## config.mk

```make
export PLATFORM = sky130hd
export DESIGN_NAME = boot_sequencer
export DESIGN_NICKNAME = d
export VERILOG_FILES = /design/src/rtl/boot_pkg.sv /design/src/rtl/imem_port_mux.sv /design/src/rtl/boot_sequencer.sv
export SDC_FILE = /design/constraint.sdc
export NUM_CORES = 1
export LEC_CHECK = 0
export ABC_AREA = 1
export CAP_MARGIN = 20
export CORE_UTILIZATION = 47
export CTS_CLUSTER_SIZE = 24
export DETAILED_ROUTE_END_ITERATION = 16
export DONT_BUFFER_PORTS = 1
export PLACE_DENSITY_LB_ADDON = 0.2
export SYNTH_ARGS = -nofsm -noshare
export SYNTH_HDL_FRONTEND = slang
export SYNTH_HIERARCHICAL = 1
export SYNTH_SLANG_ARGS = --single-unit
export TNS_END_PERCENT = 100
```

## constraint.sdc

```tcl
create_clock -name CLK -period 2.6 [get_ports CLK]
set_input_delay 0.39 -clock CLK [delete_from_list [all_inputs] [get_ports CLK]]
set_output_delay 0.39 -clock CLK [all_outputs]
set_load 0.01 [all_outputs]
```

## src/rtl/boot_pkg.sv

```systemverilog
// Shared types and defaults for the boot sequencer and its instruction-memory port mux.
package boot_pkg;

    typedef enum logic [2:0] {
        ST_IDLE  = 3'd0,
        ST_LOAD  = 3'd1,
        ST_START = 3'd2,
        ST_RUN   = 3'd3,
        ST_HALT  = 3'd4
    } boot_state_t;

    // One-hot owner of the single instruction-memory port.
    typedef enum logic [1:0] {
        OWN_NONE   = 2'b00,
        OWN_LOADER = 2'b01,
        OWN_CPU    = 2'b10
    } port_owner_t;

    localparam logic [31:0] END_WORD      = 32'hFFFF_FFFF;
    localparam int          DEF_ADDR_W    = 16;
    localparam int          DEF_MEM_DEPTH = 16384;

endpackage

```

## src/rtl/imem_port_mux.sv

```systemverilog
// Registered 2:1 selector giving the instruction-memory port to the loader or to CPU fetch.
module imem_port_mux
    import boot_pkg::*;
#(
    parameter int ADDR_W = DEF_ADDR_W
) (
    input  logic              clk,
    input  logic              rst,
    input  logic [1:0]        owner,
    input  logic              ld_wr,
    input  logic [ADDR_W-1:0] ld_addr,
    input  logic [31:0]       ld_data,
    input  logic              fetch_en,
    input  logic [ADDR_W-1:0] fetch_addr,
    output logic              mem_en,
    output logic              mem_we,
    output logic [ADDR_W-1:0] mem_addr,
    output logic [31:0]       mem_wdata
);

    logic              en_s;
    logic              we_s;
    logic [ADDR_W-1:0] addr_s;
    logic [31:0]       wdata_s;

    // Select the request of the current owner; an idle port drives zeros.
    always_comb begin
        en_s    = 1'b0;
        we_s    = 1'b0;
        addr_s  = {ADDR_W{1'b0}};
        wdata_s = 32'h0000_0000;
        case (owner)
            OWN_LOADER: begin
                if (ld_wr) begin
                    en_s    = 1'b1;
                    we_s    = 1'b1;
                    addr_s  = ld_addr;
                    wdata_s = ld_data;
                end else begin
                    en_s    = 1'b0;
                    we_s    = 1'b0;
                end
            end
            OWN_CPU: begin
                if (fetch_en) begin
                    en_s   = 1'b1;
                    addr_s = fetch_addr;
                end else begin
                    en_s   = 1'b0;
                end
            end
            default: begin
                en_s = 1'b0;
                we_s = 1'b0;
            end
        endcase
    end

    // Port output register.
    always_ff @(posedge clk or posedge rst) begin
        if (rst) begin
            mem_en    <= 1'b0;
            mem_we    <= 1'b0;
            mem_addr  <= {ADDR_W{1'b0}};
            mem_wdata <= 32'h0000_0000;
        end else begin
            mem_en    <= en_s;
            mem_we    <= we_s;
            mem_addr  <= addr_s;
            mem_wdata <= wdata_s;
        end
    end

endmodule

```

## src/rtl/boot_sequencer.sv

```systemverilog
// Boot controller: sequences IDLE/LOAD/START/RUN/HALT, owns the instruction-memory
// port and releases the CPU at the latched entry PC once the program image is loaded.
module boot_sequencer
    import boot_pkg::*;
#(
    parameter int          ADDR_W      = DEF_ADDR_W,
    parameter int          MEM_DEPTH   = DEF_MEM_DEPTH,
    parameter logic [31:0] END_WORD    = boot_pkg::END_WORD,
    parameter int          START_DELAY = 4
) (
    input  logic              CLK,
    input  logic              INITIALIZE,
    input  logic              start,
    output logic              needed,
    input  logic              ld_we,
    input  logic [ADDR_W-1:0] ld_addr,
    input  logic [31:0]       ld_data,
    input  logic [31:0]       pc_init,
    input  logic              cpu_fetch_en,
    input  logic [ADDR_W-1:0] cpu_fetch_addr,
    input  logic              cpu_halt,
    output logic              mem_en,
    output logic              mem_we,
    output logic [ADDR_W-1:0] mem_addr,
    output logic [31:0]       mem_wdata,
    output logic              cpu_run,
    output logic [31:0]       cpu_pc,
    output logic [ADDR_W:0]   words_loaded,
    output logic              load_error
);

    localparam logic [ADDR_W:0]    DEPTH_L  = (ADDR_W + 1)'(MEM_DEPTH);
    localparam int                 DLY_W    = (START_DELAY < 1) ? 1 : $clog2(START_DELAY + 1);
    localparam logic [DLY_W-1:0]   DLY_LAST = DLY_W'(START_DELAY);

    boot_state_t       state_r;
    boot_state_t       state_s;
    logic [DLY_W-1:0]  delay_cnt_r;
    logic              in_range_s;
    logic              ld_wr_s;
    logic [1:0]        owner_s;
    logic              needed_r;
    logic              needed_s;
    logic              cpu_run_r;
    logic              cpu_run_s;
    logic              load_error_r;
    logic              load_error_s;
    logic [31:0]       cpu_pc_r;
    logic [31:0]       cpu_pc_s;
    logic [ADDR_W:0]   words_loaded_r;
    logic [ADDR_W:0]   words_loaded_s;

    assign in_range_s = ({1'b0, ld_addr} < DEPTH_L);

    // FSM state register.
    always_ff @(posedge CLK or posedge INITIALIZE) begin
        if (INITIALIZE) begin
            state_r <= ST_IDLE;
        end else begin
            state_r <= state_s;
        end
    end

    // START dwell counter; counts 0..START_DELAY so the final loader write has retired.
    always_ff @(posedge CLK or posedge INITIALIZE) begin
        if (INITIALIZE) begin
            delay_cnt_r <= {DLY_W{1'b0}};
        end else if (state_r != ST_START) begin
            delay_cnt_r <= {DLY_W{1'b0}};
        end else if (delay_cnt_r != DLY_LAST) begin
            delay_cnt_r <= delay_cnt_r + DLY_W'(1);
        end else begin
            delay_cnt_r <= delay_cnt_r;
        end
    end

    // Next-state logic; an out-of-range strobe beats END_WORD, a halt beats start.
    always_comb begin
        state_s = state_r;
        case (state_r)
            ST_IDLE: begin
                if (start) state_s = ST_LOAD;
                else       state_s = ST_IDLE;
            end
            ST_LOAD: begin
                if (ld_we && !in_range_s)           state_s = ST_HALT;
                else if (ld_we && ld_data == END_WORD) state_s = ST_START;
                else                                state_s = ST_LOAD;
            end
            ST_START: begin
                if (delay_cnt_r == DLY_LAST) state_s = ST_RUN;
                else                         state_s = ST_START;
            end
            ST_RUN: begin
                if (cpu_halt) state_s = ST_HALT;
                else          state_s = ST_RUN;
            end
            ST_HALT: begin
                if (start) state_s = ST_LOAD;
                else       state_s = ST_HALT;
            end
            default: state_s = ST_IDLE;
        endcase
    end

    // Output decode: port owner, status flags and load bookkeeping for the next cycle.
    always_comb begin
        needed_s       = (state_s == ST_LOAD);
        cpu_run_s      = (state_s == ST_RUN);
        ld_wr_s        = (state_r == ST_LOAD) && ld_we && in_range_s;
        words_loaded_s = words_loaded_r;
        load_error_s   = load_error_r;
        cpu_pc_s       = cpu_pc_r;
        case (state_r)
            ST_LOAD: owner_s = OWN_LOADER;
            ST_RUN:  owner_s = OWN_CPU;
            default: owner_s = OWN_NONE;
        endcase
        if ((state_r == ST_IDLE || state_r == ST_HALT) && state_s == ST_LOAD) begin
            words_loaded_s = {(ADDR_W + 1){1'b0}};
            load_error_s   = 1'b0;
        end else if (state_r == ST_LOAD && ld_we) begin
            if (!in_range_s) begin
                load_error_s = 1'b1;
            end else begin
                if (words_loaded_r != DEPTH_L) begin
                    words_loaded_s = words_loaded_r + (ADDR_W + 1)'(1);
                end else begin
                    words_loaded_s = words_loaded_r;
                end
                if (state_s == ST_START) begin
                    cpu_pc_s = pc_init;
                end else begin
                    cpu_pc_s = cpu_pc_r;
                end
            end
        end else begin
            load_error_s = load_error_r;
        end
    end

    // Status output registers.
    always_ff @(posedge CLK or posedge INITIALIZE) begin
        if (INITIALIZE) begin
            needed_r       <= 1'b0;
            cpu_run_r      <= 1'b0;
            load_error_r   <= 1'b0;
            cpu_pc_r       <= 32'h0000_0000;
            words_loaded_r <= {(ADDR_W + 1){1'b0}};
        end else begin
            needed_r       <= needed_s;
            cpu_run_r      <= cpu_run_s;
            load_error_r   <= load_error_s;
            cpu_pc_r       <= cpu_pc_s;
            words_loaded_r <= words_loaded_s;
        end
    end

    assign needed       = needed_r;
    assign cpu_run      = cpu_run_r;
    assign load_error   = load_error_r;
    assign cpu_pc       = cpu_pc_r;
    assign words_loaded = words_loaded_r;

    imem_port_mux #(
        .ADDR_W (ADDR_W)
    ) u_port_mux (
        .clk        (CLK),
        .rst        (INITIALIZE),
        .owner      (owner_s),
        .ld_wr      (ld_wr_s),
        .ld_addr    (ld_addr),
        .ld_data    (ld_data),
        .fetch_en   (cpu_fetch_en),
        .fetch_addr (cpu_fetch_addr),
        .mem_en     (mem_en),
        .mem_we     (mem_we),
        .mem_addr   (mem_addr),
        .mem_wdata  (mem_wdata)
    );

endmodule

```

## After elaboration in Yosys (flattened, before gate mapping)

Index checks and enable logic that the tools add are counted.
W data, S select, Z words.

| operators by class | value |
|---|---|
| add/subtract/negate cells | 2 |
| order comparisons | 1 |
| equal/unequal tests | 15 |
| muxes and demuxes | 26 |
| bitwise operators | 1 |
| reduce and logical (&&, ||, !) cells | 15 |

Operators by type and width:

| kind | number |
|---|---|
| $mux W17 | 4 |
| $mux W32 | 2 |
| $eq A32 B32 Y1 const B | 1 |
| $mux W16 | 2 |
| $pmux W16 S2 | 1 |
| $add A17 B1 Y17 const B | 1 |
| $ne A17 B15 Y1 const B | 1 |
| $lt A16 B15 Y1 const B | 1 |
| $mux W3 | 5 |
| $pmux W3 S5 | 1 |
| $eq A3 B2 Y1 const B | 4 |
| $mux W1 | 8 |
| $reduce_bool A2 Y1 | 4 |
| $eq A3 B1 Y1 const B | 2 |
| $eq A3 B3 Y1 const B | 2 |
| $logic_and A1 B1 Y1 | 5 |
| $pmux W2 S2 | 1 |
| $reduce_and A4 Y1 | 1 |
| $add A3 B1 Y3 const B | 1 |
| $logic_not A3 Y1 | 1 |
| $ne A3 B2 Y1 const B | 1 |
| $ne A3 B3 Y1 const B | 1 |
| $reduce_and A3 Y1 | 1 |
| $eq A2 B1 Y1 const B | 1 |
| other kinds (8) | 8 |

| word-level totals | value |
|---|---|
| register bits after elaboration | 108 |
| input bits | 102 |
| word-level logic and storage cells | 71 |

## Logic depth before layout (Yosys ltp)

| logic depth | value |
|---|---|
| word-level depth | 9 |
| depth in mapped cells | 11 |

## By module

Netlist, hierarchy kept.

Modules (own cells, without submodules):

| module | instances | cells each | area an instance (µm²) | sequential area each (µm²) |
|---|---|---|---|---|
| boot_sequencer | 1 | 397 | 3100.5 | 1451.4 |
| imem_port_mux | 1 | 186 | 2058.2 | 1251.2 |

## Worst setup path before layout

Ideal clock, no wire load.

| timing | value |
|---|---|
| path type | flip-flop to flip-flop |
| from | reg state_r[2] |
| to | reg u_port_mux.mem_addr[10] |
| setup time | 122 ps |
| data arrival time | 1361 ps |
| data required time | 2478 ps |
| path slack | 1118 ps |
| stages on the path, launching flop included | 9 |
| period minus slack after synthesis | 1482 ps |
| cell sequence | dfrtp_1 > inv_1 > nand3_1 > inv_1 > inv_1 > ha_1 > buf_2 > buf_4 > a21oi_2 |

| on the way | value |
|---|---|
| elaborated cells between the ends (all ways) | 9 |
| classes of those cells | eq/ne: 4; mux: 3; reduce/logical: 2 |

RTL lines:

| what | line | source |
|---|---|---|
| start, declared | boot_sequencer.sv:36 | `boot_state_t state_r;` |
| start signal, assigned | boot_sequencer.sv:60 | `state_r <= state_s;` |
| $eq A3 B2 Y1 or $eq A3 B1 Y1 (tied branches) | boot_sequencer.sv:114 | `case (state_r)` |
| $pmux W2 S2 * | boot_sequencer.sv:114 |  |
| named net owner_s[0] | boot_sequencer.sv:41 | `logic [1:0] owner_s;` |
| $eq A2 B2 Y1 or $eq A2 B1 Y1 (tied branches) | imem_port_mux.sv:32 | `case (owner)` |
| $pmux W16 S2 * | imem_port_mux.sv:32 |  |
| named net u_port_mux.addr_s[10] | imem_port_mux.sv:23 | `logic [ADDR_W-1:0] addr_s;` |
| end signal, assigned | imem_port_mux.sv:64 | `mem_addr <= {ADDR_W{1'b0}};` |
| end signal, assigned | imem_port_mux.sv:69 | `mem_addr <= addr_s;` |
| end, declared | imem_port_mux.sv:17 | `output logic [ADDR_W-1:0] mem_addr,` |

Mark *: on every way through the listed nets, which the timed path passes. The rest lies on a longest branch.
A chain may end at the register's enable or synchronous reset.

## Worst setup path in the final report

| timing | value |
|---|---|
| from | reg state_r[2] |
| to | reg cpu_pc_r[20], in the netlist cpu_pc[20] |

| on the way | value |
|---|---|
| cells in the longest elaborated chain, start to end | 6 |
| elaborated cells between the ends (all ways) | 13 |
| classes of those cells | eq/ne: 6; mux: 1; bitwise: 1; reduce/logical: 5 |

RTL lines:

| what | line | source |
|---|---|---|
| $eq A3 B3 Y1 (tied with other cells) | boot_sequencer.sv:80, boot_sequencer.sv:119 |  |
| $pmux W3 S5 | boot_sequencer.sv:80 | `case (state_r)` |
| $eq A3 B1 Y1 | boot_sequencer.sv:119 | `if ((state_r == ST_IDLE \|\| state_r == ST_HALT) && state_s == ST_LOAD) begin` |
| $logic_and A1 B1 Y1 | boot_sequencer.sv:119 |  |
| $not A1 Y1 (no line) | -- |  |
| $reduce_and A4 Y1 (no line) * | -- |  |
| end signal, assigned | boot_sequencer.sv:154 | `cpu_pc_r <= cpu_pc_s;` |
| end, declared | boot_sequencer.sv:48 | `logic [31:0] cpu_pc_r;` |

Every way passes the cells marked *; elsewhere a longest branch is shown, timed or not.

==> impl_metrics.ini <==
[sta]
finalSetupViolCount = 0
finalHoldViolCount = 0
slew_viol_final = 0
fin_skew_ns = 0.0103
setup_ws_ns = 0.759
slew-limit-headroom_pct = 52.8
rsz0062_at_grt = no
tightest_slew_ns = 0.708
max_freq_ghz = 0.543
final.min_clock_period_ns = 1.84
period_share_pct = 70.8
tns_ns = 0

[hold_path]
hp-class = input port to flop

[detailed_routing]
drtIter0Drc = 203
drc = 0
drt-wirelength-per-cell_um = 16.0
antenna_left = 0
vias = 3740
vias_per_cell = 5.18
routed_wl_um = 11500
drt-pass1-iter-count = 6

[synthesis]
seq_area_frac_synth_pct = 52.4
synth_area_per_cell_um2 = 8.85
syn_inst = 583
ys_types = 31
yosysWarnings = 6
ys_ff_latch = 108
synth_nets = 692
syn-cell-area_mm2 = 0.00516

[worst_setup_path]
start_kind = flop
path_class = flop to flop
cp.required_ns = 2.82
crit_fanout = 65
cp-end-kind = flop
arrival_ns = 2.06

[cells_and_area]
final_cell_mix = 129 x nand2_1, 108 x dfrtp_1, 90 x inv_1
layout_commonest_cell = nand2_1
final_nets = 690
drive_above_1_share_pct = 15.0
area_growth_syn_to_layout_pct = 4.61
fill_cells = 1016
diodes = 0

[grt]
globalRouteMet2Util_pct = 33.4
grt-ovfl-total = 0
grt_use_met1_pct = 24.8
grt_pass1_vias = 3657
antenna_found_initial = 0
grt_max_degree = 66
met3_usage_pct = 6.57
grt_pass1_wl_um = 18100
busiest_layer = met2
grtUsageTotal_pct = 20.2

[floorplan]
ios = 204
rows = 37
coreArea_mm2 = 0.0105
start_util_pct = 49.3
die_height_um = 107
dieArea_mm2 = 0.0114
dieWidth_um = 107

[power_and_ir_drop]
ir_drop_v = 0.000303
power_density_mw_per_mm2 = 671
p_leak_nw = 2.77

[placed_design]
port_buffers = 0
pre_cts_slack_ns = 0.674
hpwl_um = 8320
place_congestion = 0.834

[cts]
cts_sinks = 108
numCtsBuffers = 9
cts-root-buf = clkbuf_8
post_cts_resized = 0
clk_pin_slew_ns = 0.10
cts.htree.levels = 3
insertion_delay_ns = 0.36
clk_path_buf_depth = 2
tritoncts = done

[outcome]
outcome = completed

[flow_run]
max_cap_violations = 0
-- what timing repair did --
action	CTS	global route
setup buffers	0	0
endpoints found under the hold margin	0	13
hold buffers	0	1
-- cell families (layout without fill, tap and decap cells) --
logic type / Yosys count / in the layout / synth area share [%]
AO/OA/AOI/OAI: 62 / 62 / 8.66
buffers and inverters: 117 / 120 / 11.6
AND/OR/NAND/NOR: 283 / 283 / 24.6
flip-flops: 108 / 108 / 52.4
XOR/XNOR: 6 / 6 / 1.02
adder cells (fa/ha/maj): 7 / 7 / 1.70
-- final cells by class --
type | instances | area (um^2) | area share, %
clock buffer | 10 | 138 | 2.55
clock inverter | 6 | 72.6 | 1.34
inverter | 95 | 362 | 6.70
multi-input combinational | 358 | 1860 | 34.4
sequential | 108 | 2700 | 50.1
tap | 136 | 170 | 3.15
timing repair buffer | 9 | 95.1 | 1.76
-- path summary, 6_finish.rpt --
kind	from	cells after the start	slack, ns	end
worst max-delay path	state_r[2]	9	0.76	cpu_pc[20]
worst min-delay path	ld_data[5]	2	0.12	u_port_mux/mem_wdata[5]
worst max register to register	state_r[2]	9	0.76	cpu_pc[20]
worst min register to register	delay_cnt_r[2]	1	0.49	delay_cnt_r[2]
max in group asynchronous	INITIALIZE	4	1.51	words_loaded[1]
min in group asynchronous	INITIALIZE	2	0.40	u_port_mux/mem_wdata[7]
-- synthesized netlist by cell type, drive strengths merged --
| master | number | area share [%] |
|---|---|---|
| a21oi | 20 | 2.9 |
| a31oi | 1 | 0.12 |
| buf | 22 | 4.6 |
| dfrtp | 108 | 52 |
| ha | 7 | 1.7 |
| inv | 95 | 7.0 |
| nand2 | 133 | 10 |
| nand3 | 53 | 6.4 |
| nand4 | 11 | 1.3 |
| nor2 | 81 | 6.2 |
| nor3 | 1 | 0.097 |
| o21ai | 40 | 5.5 |
| o311ai | 1 | 0.17 |
| or2 | 4 | 0.53 |
| xnor2 | 1 | 0.17 |
| xor2 | 5 | 0.85 |
-- worst max-delay path, stage by stage (launching register included) --
cell,delay (ns)
dfrtp_1,0.39
inv_1,0.09
nand3_1,0.13
nor2_2,0.14
nand2_2,0.08
inv_2,0.21
nand3_2,0.08
buf_4,0.33
nand2_1,0.16
o21ai_2,0.06
-- power breakdown --
group | switching (W) | internal, W
sequential | 0.000172 | 0.00177
combinational | 0.000439 | 0.000186
clock | 0.000575 | 0.000483
total | 0.00119 | 0.00244
-- metrics by stage --
stage          power, W  instance area (um^2)  instances  hold slack [ns]  utilization [%]
2_1_floorplan   0.00249                  5160        583            0.443                -
3_3_place_gp    0.00258                  5140        703            0.459             49.1
3_5_place_dp    0.00259                  5140        703            0.474             49.1
4_1_cts         0.00366                  5350        719           0.0978             51.1
5_1_grt         0.00382                  5400        722           0.0941             51.6
6_report        0.00362                  5400        722            0.122             51.6
-- metal layers --
metal  part of all wire [%]  wire length (um)
met1                     39              4470
met2                     49              5700
met3                     10              1200
met4                    1.4               159
met5                      0                 0
-- registers in the layout (all words and copies together), names as in the netlist --
| name | flops |
|---|---|
| cpu_pc | 32 |
| cpu_run | 1 |
| delay_cnt_r | 3 |
| load_error | 1 |
| needed | 1 |
| state_r | 3 |
| u_port_mux/mem_addr | 16 |
| u_port_mux/mem_en | 1 |
| u_port_mux/mem_wdata | 32 |
| u_port_mux/mem_we | 1 |
| words_loaded | 17 |
No activity file was read; power rests on OpenSTA's default activity.
